[src/rtl/sd_mirror_rrmux.sv]
// sd_mirror_rrmux: a one-to-many mirror dispatcher and an N-input fast
// round-robin mux, sharing only clock and reset.
//   Mirror: holds one item plus a pending-destination mask. Each destination
//           drains its own bit, and a new item is taken only once all bits
//           are clear.
//   Mux:    combinational arbitration with one item per grant. The
//           last-served index moves only on an output transfer.

// One pending-delivery bit of the mirror, one instance per destination.
module sd_mirror_pbit (
   input  logic clk,
   input  logic reset,
   input  logic load,
   input  logic load_val,
   input  logic take,
   output logic pend
);

   // Load on accept. Otherwise clear when the destination takes the item.
   always_ff @(posedge clk or negedge reset) begin
      if (!reset)     pend <= 1'b0;
      else if (load)  pend <= load_val;
      else if (take)  pend <= 1'b0;
   end

endmodule

module sd_mirror_rrmux #(
   parameter int W = 8,
   parameter int M = 4,
   parameter int N = 4
) (
   input  logic           clk,
   input  logic           reset,
   // mirror side
   input  logic           m_c_srdy,
   output logic           m_c_drdy,
   input  logic [W-1:0]   m_c_data,
   input  logic [M-1:0]   m_c_dst_vld,
   output logic [M-1:0]   m_p_srdy,
   input  logic [M-1:0]   m_p_drdy,
   output logic [W-1:0]   m_p_data,
   // round-robin mux side
   input  logic [N-1:0]   r_c_srdy,
   output logic [N-1:0]   r_c_drdy,
   input  logic [N*W-1:0] r_c_data,
   output logic           r_p_srdy,
   input  logic           r_p_drdy,
   output logic [W-1:0]   r_p_data,
   output logic [N-1:0]   r_p_grant
);

   localparam int LW = (N > 1) ? $clog2(N) : 1;

   // ---------------- mirror ----------------
   logic [M-1:0] pend;
   logic [M-1:0] load_mask;
   logic [W-1:0] dreg;
   logic         m_accept;

   // Accept only with nothing pending. In the cycle the last bit drains,
   // pend is still non-zero, which enforces the 2-cycle accept spacing.
   assign m_c_drdy  = (pend == '0);
   assign m_accept  = m_c_srdy & m_c_drdy;
   // An empty destination mask means broadcast to every destination.
   assign load_mask = (m_c_dst_vld == '0) ? '1 : m_c_dst_vld;
   assign m_p_srdy  = pend;
   assign m_p_data  = dreg;

   genvar g;
   generate
      for (g = 0; g < M; g++) begin : g_pbit
         sd_mirror_pbit u_pbit (
            .clk      (clk),
            .reset    (reset),
            .load     (m_accept),
            .load_val (load_mask[g]),
            .take     (m_p_drdy[g]),
            .pend     (pend[g])
         );
      end
   endgenerate

   // Data register changes only on accept, so it is stable while anything is pending.
   always_ff @(posedge clk or negedge reset) begin
      if (!reset)        dreg <= '0;
      else if (m_accept) dreg <= m_c_data;
   end

   // ---------------- round-robin mux ----------------
   logic [LW-1:0] last;
   logic [LW-1:0] gidx;
   logic          gfound;
   logic [LW-1:0] probe;

   // Scan from last+1 upward, wrapping. Index 'last' is visited last, so it
   // wins only when it is the only requester.
   always_comb begin
      gidx   = '0;
      gfound = 1'b0;
      probe  = '0;
      for (int k = 1; k <= N; k++) begin
         probe = LW'((int'(last) + k) % N);
         if (!gfound && r_c_srdy[probe]) begin
            gfound = 1'b1;
            gidx   = probe;
         end
      end
   end

   // One-hot grant and the granted data slice. Both are zero with no request.
   always_comb begin
      r_p_grant = '0;
      r_p_data  = '0;
      if (gfound) begin
         r_p_grant[gidx] = 1'b1;
         r_p_data        = r_c_data[int'(gidx)*W +: W];
      end
   end

   assign r_p_srdy = |r_c_srdy;
   assign r_c_drdy = r_p_grant & {N{r_p_drdy}};

   // Priority pointer advances only on an actual output transfer.
   // After reset it points at N-1, so input 0 is served first.
   always_ff @(posedge clk or negedge reset) begin
      if (!reset)                    last <= LW'(N-1);
      else if (r_p_srdy & r_p_drdy)  last <= gidx;
   end

endmodule

[config.mk]
export PLATFORM = sky130hd
export DESIGN_NAME = sd_mirror_rrmux
export DESIGN_NICKNAME = d
export VERILOG_FILES = /design/src/rtl/sd_mirror_rrmux.sv
export SDC_FILE = /design/constraint.sdc
export NUM_CORES = 1
export LEC_CHECK = 0
export BUFFER_PORTS_ARGS = -buffer_cell sky130_fd_sc_hd__buf_2
export CELL_PAD_IN_SITES_DETAIL_PLACEMENT = 1
export CELL_PAD_IN_SITES_GLOBAL_PLACEMENT = 2
export CORE_ASPECT_RATIO = 0.7
export CORE_MARGIN = 2
export CORE_UTILIZATION = 21
export DETAILED_ROUTE_END_ITERATION = 6
export PLACE_DENSITY = 0.94
export SETUP_SLACK_MARGIN = 0.05
export SYNTH_ARGS = -nofsm -noshare
export SYNTH_HDL_FRONTEND = slang
export SYNTH_SLANG_ARGS = --single-unit
[constraint.sdc]
create_clock -name clk -period 2.5 [get_ports clk]
set_input_delay 0.125 -clock clk [delete_from_list [all_inputs] [get_ports clk]]
set_output_delay 0.125 -clock clk [all_outputs]
set_load 0.005 [all_outputs]
# --- Word-level counts from Yosys, hierarchy flattened ---
# Index checks and enable logic that the tools add are counted.
op_classes:
  n_addsub: 4
  n_reduce_logical: 14
  bitwise: 3
  magnitude_cmp: 6
  n_shift: 1
  mux: 29
ops:
  columns: ["cell", "n"]
  rows:
  - ["indexed part select 32 x 6 -> 8 bit", 1]
  - ["2-to-1 mux 1 bit", 17]
  - ["less-than comparator 2 x 3 -> 1 bit, second input constant", 5]
  - ["binary-select mux 1 bit (select 2 bit)", 4]
  - ["zero test 4 bit", 2]
  - ["2-to-1 mux 2 bit", 4]
  - ["2-to-1 mux 4 bit", 2]
  - ["2-to-1 mux 8 bit", 1]
  - ["nonzero test 2 bit", 4]
  - ["adder 2 x 1 -> 2 bit, second input constant", 2]
  - ["adder 2 bit, second input constant", 2]
  - ["AND 4 bit", 1]
  - ["logical AND 1 bit", 4]
  - ["OR reduction 4 bit", 1]
  - ["zero test 1 bit", 3]
  - ["AND 1 bit", 2]
  - ["demux 1 bit (select 2 bit)", 1]
  - ["greater-or-equal comparator 2 x 1 -> 1 bit, second input constant", 1]
totals:
  wordCells: 63
  register_bits: 14
  output_inout_bits: 30
  input_bits: 56

# --- Longest topological paths before layout ---
depth:
  word_depth: 19
  mapped_depth: 7
  ltp_nobuf: 5

# --- By module ---
# A second synthesis with hierarchy kept.
hier_totals:
  cells_unflattened: 94
  area_unflattened_um2: 994.7
modules_own_cells:
  columns: ["module", "area_per_inst_um2", "seq_area_each_um2", "cells_each", "instances"]
  rows:
  - ["sd_mirror_rrmux", 844.6, 252.7, 82, 1]
  - ["sd_mirror_pbit", 37.5, 25.0, 3, 4]

# --- Least setup slack after synthesis ---
# OpenSTA, ideal clock, no wires.
synth_timing:
  kind: "register to output"
  from: "reg last[1]"
  to: "out r_p_data[0]"
  path_slack_ps: 910
  path_stages_with_launch: 7
  t_required_ps: 2375
  path_buffers: 2
  arrival_ps: 1465
  cell_sequence: "dfstp_2 -> buf_6 -> mux2i_1 -> o221a_4 -> buf_6 -> mux2i_1 -> o22ai_1"
synth_between:
  elab_chain_cells: 15
  word_cells_on_any_way: 28
  classes_between: "add/sub (4); shift (1); mux (17); reduce/logical (6)"
synth_rtl:
  columns: ["item", "line", "text"]
  rows:
  - ["start: declaration", "91", "logic [LW-1:0] last;"]
  - ["start signal: assignment", "127", "if (!reset) last <= LW'(N-1);"]
  - ["start signal: assignment", "128", "else if (r_p_srdy & r_p_drdy) last <= gidx;"]
  - ["adder 2 x 1 -> 2 bit", "103", "probe = LW'((int'(last) + k) % N);"]
  - ["binary-select mux 1 bit (select 2 bit)", "104", "if (!gfound && r_c_srdy[probe]) begin"]
  - ["2-to-1 mux 1 bit (not written as such)", "104", null]
  - ["2-to-1 mux 1 bit", "104", null]
  - ["zero test 1 bit", "104", null]
  - ["logical AND 1 bit", "104", null]
  - ["2-to-1 mux 1 bit", "104", null]
  - ["zero test 1 bit", "104", null]
  - ["logical AND 1 bit", "104", null]
  - ["2-to-1 mux 1 bit", "104", null]
  - ["zero test 1 bit", "104", null]
  - ["logical AND 1 bit", "104", null]
  - ["2-to-1 mux 2 bit", "104", null]
  - ["indexed part select 32 x 6 -> 8 bit", "117", "r_p_data = r_c_data[int'(gidx)*W +: W];"]
  - ["2-to-1 mux 8 bit *", "115", "if (gfound) begin"]
  - ["end: declaration", "49", "output logic [W-1:0] r_p_data,"]
# Mark *: on every way between the ends. The rest lies on a longest branch, timed or not. The select of a mux whose other input is x is not followed.

# --- Final worst setup path ---
layout_timing:
  from: "reg last[1]"
  to: "out r_p_data[1]"
# The elaborated chain is that of the path after synthesis.

==> results.json <==
{
  "status": "completed",
  "cts-buffers-inserted": 3,
  "drt_iter0_markers": 18,
  "cts.sinks": 14,
  "holdWs_ns": 0.0629,
  "synth_seq_area_share_pct": 35.1,
  "area_growth_pct": 48.1,
  "crit_fanout": 20,
  "fmax_ghz": 0.462,
  "routed_via_density": 4.49,
  "worstPathArrival_ns": 2.04,
  "yosysTopAreaCellShare_pct": 29.9,
  "maxCapViolCount": 0,
  "hold_viol": 0,
  "total_power_w": 0.00127,
  "post_cts_buffers": 0,
  "relSlewSlack_pct": 62.0,
  "cts_tree": "built",
  "cts.reportedPaths.clkPinSlew_ns": 0.06,
  "startpoint_type": "register",
  "syn_inst": 97,
  "clk_path_buf_depth": 2,
  "grt_first_pass_wirelength_mm": 4.88,
  "tns_ns": 0,
  "core_area_um2": 4700,
  "nets": 236,
  "setup_viol": 0,
  "slew_viol_final": 0,
  "layout.cells.non_filler": 236,
  "grt_antenna_before_repair": 0,
  "rsz0062_at_grt": "no",
  "antenna_cells": 0,
  "crit_chain": "mux2i_1 > o221a_4 > mux2i_1 > o22ai_1 > buf_2",
  "die_area_um2": 5370,
  "dp_slack_ns": 0.608,
  "end_kind": "output pin",
  "critPathKind": "reg2out",
  "holdCritPathClass": "in2reg",
  "ios": 86,
  "finalCritPeriodShare_pct": 86.6,
  "die_h_um": 61.9,
  "layout-drive-gt1-share_pct": 57.0,
  "hold_start": "m_p_drdy[2]",
  "cts-root-buf": "clkbuf_8",
  "dpl.hpwl_mm": 2.63,
  "grt_pass1_vias": 1061,
  "portBuffers": 85,
  "critPathMaxStageDelay_ns": 0.60,
  "period_minus_slack_ns": 2.16,
  "ant_nets": 0,
  "layout_setup_ws_ns": 0.336,
  "critPathRequiredTime_ns": 2.38,
  "via_count": 1059,
  "ys_types": 27,
  "firstDrtPassIters": 2,
  "wl_per_cell_um": 13.1,
  "worst_pin_slew_ns": 0.564,
  "htreeDepth": 1,
  "dp.cells": 231,
  "cp_common_cell": "mux2i_1",
  "syn_area_um2": 1010,
  "reg2reg_from": "g_pbit[1].u_pbit.pend",
  "power_leakage_nw": 0.806,
  "grt.overflow.total": 0,
  "clk_latency_ns": 0.24,
  "vdd_drop_max_uv": 373,
  "die_x_um": 86.7,
  "skew_ns": 0.00122,
  "p_per_area_nw_per_um2": 853,
  "grt_max_degree": 21,
  "syn-num-nets": 153,
  "yosysWarnings": 0,
  "syn_avg_cell_area_um2": 10.4,
  "wl_mm": 3.09,
  "drc": 0,
  "yosysTopAreaCell": "dfrtp_1",
  "start_util_pct": 21.4,
  "synthTopCellsByArea": "dfrtp_1, mux2i_1, o22ai_1",
  "crit_start": "last[1]",
  "grtUsageTotal_pct": 11.2,
  "synth_seq_cells": 14,
  "row_count": 21,
  "place.gp.congestion": 0.711,
  "cp_slowest_cell": "dfstp_2"
}
power breakdown:
group	leakage [nW]	total, W	internal (W)	switching (W)
combinational	0.610	0.000633	0.000337	0.000296
sequential	0.167	0.000420	0.000337	0.0000836
clock	0.0288	0.000218	0.000139	0.0000783
stage by stage:
step	instance area [um2]	util [%]
2_1_floorplan	1010	-
3_3_place_gp	1430	30.3
3_5_place_dp	1430	30.3
4_1_cts	1490	31.7
5_1_grt	1490	31.7
6_report	1490	31.7
registers in the layout, summed over array words and instances (netlist names):
register,count
g_pbit.u_pbit.pend,4
m_p_data,8
last,2
kinds of logic after synthesis:
family                 share of synthesized area [%]
buffers and inverters                           10.7
flip-flops                                      35.1
AO/OA/AOI/OAI                                   13.8
AND/OR/NAND/NOR                                 13.6
multiplexers                                    26.9
cell usage in the layout (no fill, tap or decap), types with 2 or more instances in the layout:
master / n
mux2_2: 2
mux2_1: 6
clkbuf_8: 4
inv_1: 5
mux2i_1: 18
buf_2: 85
dfstp_2: 2
nor2_1: 10
nand2_1: 7
dfrtp_1: 12
o22ai_1: 12
final timing paths:
| check | endpoint | slack [ns] | cells past startpoint |
|---|---|---|---|
| worst max-delay path | r_p_data[1] | 0.34 | 5 |
| worst min-delay path | g_pbit[2].u_pbit.pend | 0.06 | 2 |
| worst max register to register | m_p_data[1] | 0.86 | 3 |
| worst min register to register | m_p_data[0] | 0.49 | 1 |
| max in group asynchronous | last[0] | 1.89 | 2 |
| min in group asynchronous | g_pbit[3].u_pbit.pend | 0.32 | 2 |
layout make-up:
cell class,count,area (um2)
repair buffers,87,443
multi-input cells,68,546
fillers,577,3210
flip-flops and latches,14,353
clock buffers,4,55.1
inverters,6,22.5
well taps,57,71.3
routing by layer:
layer	vias up	wire (um)	track usage (%)
li1	510	-	-
met1	533	1330	14.8
met2	16	1650	19.3
met3	0	111	3.04
met4	0	0	1.34
met5	-	0	0
synthesized netlist by cell type:
| library cell | number |
|---|---|
| inv_2 | 1 |
| mux2_1 | 6 |
| and3_1 | 1 |
| mux2i_1 | 18 |
| buf_4 | 5 |
| buf_2 | 1 |
| a21oi_2 | 1 |
| buf_6 | 2 |
| o22ai_2 | 1 |
| dfstp_2 | 2 |
| dfrtp_1 | 12 |
| nor4_1 | 1 |
| buf_12 | 1 |
| and2_1 | 1 |
| or4_4 | 1 |
| nor2_1 | 10 |
| o22ai_1 | 12 |
| a21oi_1 | 1 |
| inv_1 | 5 |
| nor4_4 | 1 |
| nand2_1 | 7 |
| o221ai_1 | 1 |
| o221a_4 | 1 |
| a31o_1 | 1 |
| nor3b_2 | 1 |
| nor2b_2 | 1 |
| mux2_2 | 2 |
timing repair:
action | 4_1_cts | 5_1_grt
endpoints found under the hold margin | 12 | 0
resized for setup | 0 | 0
hold buffers | 1 | 0
critical path: cells and delay by family (launching register included):
kind / cells / cell delay, ns
DFF: 1 / 0.60
buffers and inverters: 1 / 0.14
muxes: 2 / 0.50
AOI/OAI and AO/OA: 2 / 0.56
(Power assumes the default switching activity.)
